File: config.mk
export PLATFORM = sky130hd
export DESIGN_NAME = pipe_hazard_ctrl
export DESIGN_NICKNAME = d
export VERILOG_FILES = /design/src/rtl/pipe_hazard_ctrl.sv
export SDC_FILE = /design/constraint.sdc
export NUM_CORES = 1
export LEC_CHECK = 0
export ABC_CLOCK_PERIOD_IN_PS = 3350
export CAP_MARGIN = 40
export CORE_AREA = 8 8 45 47
export CTS_CLUSTER_DIAMETER = 40
export DETAILED_ROUTE_END_ITERATION = 10
export DIE_AREA = 0 0 53 55
export PLACE_DENSITY = 0.75
export RECOVER_POWER = 50
export REMOVE_ABC_BUFFERS = 1
export SLEW_MARGIN = 20
export SYNTH_ARGS = -nofsm -noshare
export SYNTH_HDL_FRONTEND = slang
export SYNTH_SLANG_ARGS = --single-unit
export TNS_END_PERCENT = 30
File: constraint.sdc
create_clock -name clk -period 3.35 [get_ports clk]
set_clock_uncertainty 0.15 [all_clocks]
set_input_delay 0.5025 -clock clk [delete_from_list [all_inputs] [get_ports clk]]
set_output_delay 0.5025 -clock clk [all_outputs]
set_load 0.01 [all_outputs]
File: src/rtl/pipe_hazard_ctrl.sv
// pipe_hazard_ctrl: stall, flush and halt-drain control for a 5-stage pipeline.
// Optional PIPE_STALL_CNT_EN adds a saturating stall_count output.
module pipe_hazard_ctrl (
  input  logic       clk,
  input  logic       rst,
  input  logic [3:0] id_SrcReg1,
  input  logic [3:0] id_SrcReg2,
  input  logic       id_use1,
  input  logic       id_use2,
  input  logic       ex_Data_Mem_en,
  input  logic       ex_Data_Mem_wr,
  input  logic       ex_WriteReg,
  input  logic [3:0] ex_DstReg,
  input  logic       branch_taken,
  input  logic       id_halt,
  input  logic       dmem_wait,
  output logic       pc_en,
  output logic       ifid_en,
  output logic       idex_en,
  output logic       exmem_en,
  output logic       memwb_en,
  output logic       ifid_flush,
  output logic       idex_bubble,
  output logic       halted
`ifdef PIPE_STALL_CNT_EN
  ,
  output logic [15:0] stall_count
`endif
);
  localparam logic [1:0] RUN = 2'd0, MEM_WAIT = 2'd1, DRAIN = 2'd2, HALTED = 2'd3;
  logic [1:0] state_q, state_d, cnt_q, cnt_d;
  logic       load_use;
  assign load_use = ex_Data_Mem_en & ~ex_Data_Mem_wr & ex_WriteReg & (ex_DstReg != 4'd0) &
                    ((id_use1 & (id_SrcReg1 == ex_DstReg)) | (id_use2 & (id_SrcReg2 == ex_DstReg)));
  // MEM_WAIT behaves as RUN once the memory completes, so both share one branch.
  always_comb begin
    pc_en       = 1'b0;
    ifid_en     = 1'b0;
    idex_en     = 1'b0;
    exmem_en    = 1'b0;
    memwb_en    = 1'b0;
    ifid_flush  = 1'b0;
    idex_bubble = 1'b0;
    halted      = 1'b0;
    state_d     = state_q;
    cnt_d       = cnt_q;
    if (!rst) begin
      state_d = RUN;
      cnt_d   = 2'd0;
    end else if (state_q == RUN || state_q == MEM_WAIT) begin
      if (dmem_wait) begin
        state_d = MEM_WAIT;
      end else begin
        state_d  = RUN;
        idex_en  = 1'b1;
        exmem_en = 1'b1;
        memwb_en = 1'b1;
        if (id_halt) begin
          idex_bubble = 1'b1;
          cnt_d       = 2'd3;
          state_d     = DRAIN;
        end else if (load_use) begin
          idex_bubble = 1'b1;
        end else begin
          pc_en      = 1'b1;
          ifid_en    = 1'b1;
          ifid_flush = branch_taken;
        end
      end
    end else if (state_q == DRAIN) begin
      idex_bubble = 1'b1;
      if (!dmem_wait) begin
        idex_en  = 1'b1;
        exmem_en = 1'b1;
        memwb_en = 1'b1;
        cnt_d    = cnt_q - 2'd1;
        state_d  = (cnt_q == 2'd1) ? HALTED : DRAIN;
      end
    end else begin
      halted = 1'b1;
    end
  end
  always_ff @(posedge clk or negedge rst) begin
    if (!rst) begin
      state_q <= RUN;
      cnt_q   <= 2'd0;
    end else begin
      state_q <= state_d;
      cnt_q   <= cnt_d;
    end
  end
`ifdef PIPE_STALL_CNT_EN
  logic [15:0] stall_count_q, stall_count_d;
  always_comb begin
    stall_count_d = (!pc_en && state_q != HALTED && stall_count_q != 16'hFFFF) ?
                    stall_count_q + 16'd1 : stall_count_q;
  end
  always_ff @(posedge clk or negedge rst) begin
    if (!rst) stall_count_q <= 16'd0;
    else      stall_count_q <= stall_count_d;
  end
  assign stall_count = stall_count_q;
`endif
endmodule

==> run summary <==
Outcome
• **run status** complete, no violations

Yosys
• **simple-gate share of the synthesized area** 0.285
• **count leader, synth** sky130_fd_sc_hd__xnor2_1
• **number of flops mapped to enable cells by yosys** 0
• **Synth Area in Adders** 0.0294
• **dominant combinational cell family by area after synthesis** simple AND/OR/NAND/NOR gates
• **area share of the leading cell type in the synthesized netlist** 0.235
• **share of synthesized area spent on multiplexers** 0.0265
• **share of the synthesized area in compound gates (AO/OA/AOI/OAI)** 0.171
• **xor and xnor fraction of the mapped netlist area** 0.165
• **average footprint of a synthesized cell** 8.18 um2
• **proportion of synthesized chip area in sequential cells** 0.235
• **post-synthesis instance total** 52
• **netlist area before placement** 425 um2
• **top cells by instance count after synthesis** 8 x sky130_fd_sc_hd__xnor2_1, 6 x sky130_fd_sc_hd__nor2_1, 5 x sky130_fd_sc_hd__nand2b_1
• **flops & latches, synth** 4
• **cell taking the most area after synthesis** sky130_fd_sc_hd__dfrtp_1
• **top post-synthesis cells by area** sky130_fd_sc_hd__dfrtp_1 24%, sky130_fd_sc_hd__xnor2_1 16%, sky130_fd_sc_hd__nand2b_1 7.4%, sky130_fd_sc_hd__buf_4 5.3%, sky130_fd_sc_hd__nor2_1 5.3%
• **Async S/R FF share, synth** 1.00
• **Distinct cells, synth** 23
• **Primary FF master, synth** sky130_fd_sc_hd__dfrtp_1
• **number of warnings issued by yosys** 0

Final layout
• **antenna cells** 0
• **ratio of cells with drive above 1 in the final layout** 0.0988
• **Layout fillers** 143
• **growth of design area from synthesis to finish** 72.9%
• **number of standard cells in the layout, taps in and fillers out** 97
• **number of nets at the end of the flow** 106

STA
• **Fmax achieved** 313 MHz
• **final setup vio count** 0
• **setup TNS** 0 ns
• **Final Hold Violating Endpoints** 0
• **clock period minus final worst setup slack** 3.19 ns
• **setup repair after global routing missed its margin** no
• **tightest slew margin relative to the limit** 0.731
• **Tightest Pin Transition** 0.403 ns
• **period utilisation layout** 0.953
• **pins over their slew limit** 0

Setup path
• **flop2flop setup slack** 2.09 ns
• **arrival time of the worst setup path** 2.54 ns
• **CP cell instances** clkdlybuf4s50_1 -> or4_4 -> nand4_2 -> o22ai_2 -> o311a_1 -> clkdlybuf4s50_1
• **CP startpoint kind** primary input
• **number of buffer and inverter instances along the worst setup path** 2
• **Register-to-Register Path Depth** 3
• **CP most frequent cell** sky130_fd_sc_hd__clkdlybuf4s50_1
• **family of cells with the greatest summed delay on the critical path** buffers and inverters
• **crit path max-delay cell type** sky130_fd_sc_hd__or4_4
• **CP max FO** 3
• **endpoint of the worst-slack reg-to-reg timing path** cnt_q[1]
• **Worst Setup End Kind** primary output
• **classification of the worst setup path** primary input to primary output
• **beginning of the worst register-to-register path** cnt_q[0]
• **critical path required time** 2.70 ns
• **biggest cell delay along the critical path** 0.57 ns

Global route
• **number of global-route vias before repair** 474
• **wire length of the first global-routing pass** 2.04 mm
• **maximum number of pins on one net before global-route repair** 11
• **GRT Resource Usage Total** 0.0947
• **grt ovf** 0
• **antenna violations before repair** 0

Placed design
• **Final HPWL DP** 1.10 mm
• **number of placed instances, taps included** 94
• **last weighted congestion value of the routability-driven placer** 0.779
• **number of port buffers** 29

Detailed routing
• **routed wire length per instance** 13.4 um
• **antenna-violating nets left** 0
• **Residual DRC** 0
• **average via count per standard cell** 4.84
• **number of DRC violations after detailed-routing iteration 0** 8
• **first-pass detailed-route iteration total** 4
• **Routed WL** 1.30 mm
• **total via count after detailed routing** 469

Hold path
• **Hold Path Stages** 2
• **Hold Crit Start** cnt_q[1]
• **path category of the worst min-delay check** register to register
• **Hold Crit Endpoint** cnt_q[1]

CTS
• **clock latency on the worst-skew pair** 0.24 ns
• **total of cells resized after clock tree synthesis** 0
• **Reg clk slew, reported paths** 0.04 ns
• **clock tree root driver cell** sky130_fd_sc_hd__clkbuf_4
• **TritonCTS buffer count** 3
• **total number of clock tree sinks** 4
• **post-CTS setup repair buffer count** 0
• **CTS tree** done
• **hold buffers post-CTS** 0
• **count of H-tree levels built during CTS** 1
• **number of buffers on the longest clock path** 2

Power
• **net switching fraction of the power** 0.274
• **leak pwr** 0.299 nW
• **maximum resistive drop on vdd** 145 uV
• **clock share of power** 0.328
• **cell internal pwr** 0.000138 W
• **power share of the sequential group** 0.297
• **Comb power frac** 0.376
• **power density cells** 257 mW/mm2
• **switching power** 0.0000518 W

Flow run
• **number of maximum-capacitance constraint violations** 0

Floorplan
• **placement row count** 14
• **floorplan die width** 53 um
• **core area** 0.00138 mm2
• **Starting Density** 0.307
• **die height** 55 um
• **Die Area** 0.00292 mm2
• **count of boundary I/O pins** 30

## cell type report
type / instances / area, um2 / share of cell area
timing repair buffer: 30 / 294 / 0.400
inverter: 3 / 11.3 / 0.0153
multi-input combinational: 41 / 288 / 0.391
clock buffer: 3 / 22.5 / 0.0306
tap: 16 / 20.0 / 0.0272
sequential: 4 / 100 / 0.136
## layout by cell type, fill, tap and decap left out, types with 2 or more instances in the layout
cell / Yosys / final
sky130_fd_sc_hd__clkdlybuf4s50_1: 0 / 28
sky130_fd_sc_hd__xnor2_1: 8 / 8
sky130_fd_sc_hd__nor2_1: 6 / 6
sky130_fd_sc_hd__nand2b_1: 5 / 5
sky130_fd_sc_hd__a21oi_1: 4 / 4
sky130_fd_sc_hd__dfrtp_1: 4 / 4
sky130_fd_sc_hd__inv_1: 3 / 3
sky130_fd_sc_hd__o21ai_0: 3 / 3
sky130_fd_sc_hd__clkbuf_4: 0 / 3
sky130_fd_sc_hd__nand3_1: 2 / 2
## stage by stage
step	power (W)	hold slack (ns)	worst slack, ns	util	instance area [um2]
2_1_floorplan	0.0000852	0.0569	1.16	-	399
3_3_place_gp	0.000128	0.350	0.189	0.518	717
3_5_place_dp	0.000129	0.356	0.162	0.518	717
4_1_cts	0.000195	0.422	0.154	0.534	739
5_1_grt	0.000204	0.473	0.0843	0.532	736
6_report	0.000189	0.410	0.158	0.532	736
## worst min-delay path, cell delays in order (launching register included)
cell and delay (ns):
sky130_fd_sc_hd__dfrtp_1 0.35, sky130_fd_sc_hd__nor2_1 0.05, sky130_fd_sc_hd__nor2_1 0.11
## metal layers
metal | wire (um) | GRT usage
met4 | 42 | 0.0776
met5 | 0 | 0
met1 | 456 | 0.0902
met2 | 688 | 0.176
met3 | 112 | 0.0160
## power groups by stage
| stage | clock network (W) | logic (W) | registers (W) |
|---|---|---|---|
| after floorplan | 0 | 0.0000294 | 0.0000559 |
| after global placement | 0 | 0.0000710 | 0.0000566 |
| after detailed placement | 0 | 0.0000724 | 0.0000567 |
| after CTS | 0.0000658 | 0.0000729 | 0.0000562 |
| after global routing | 0.0000700 | 0.0000776 | 0.0000568 |
| final | 0.0000621 | 0.0000711 | 0.0000562 |
## worst max-delay path by stage
| stage | slack, ns | cells after the start | start | end |
|---|---|---|---|---|
| after floorplan | 1.16 | 4 | ex_DstReg[0] | idex_bubble |
| after global placement | 0.19 | 6 | ex_DstReg[0] | idex_bubble |
| after detailed placement | 0.16 | 6 | ex_DstReg[0] | idex_bubble |
| after CTS | 0.15 | 6 | ex_DstReg[0] | idex_bubble |
| after global routing | 0.08 | 6 | ex_DstReg[0] | idex_bubble |
| final | 0.16 | 6 | ex_DstReg[0] | idex_bubble |
## cell families after synthesis
kind of cell               Yosys count
AOI/OAI and AO/OA                   11
adders and majority gates            1
muxes                                1
buffers and inverters                7
DFF                                  4
xor gates and xnor gates             8
and+or+nand+nor                     20
## registers in the layout, summed over array words and instances, names as in the netlist
signal and flops:
state_q 2, cnt_q 2
Note: power is estimated with default switching activity, not from simulation.
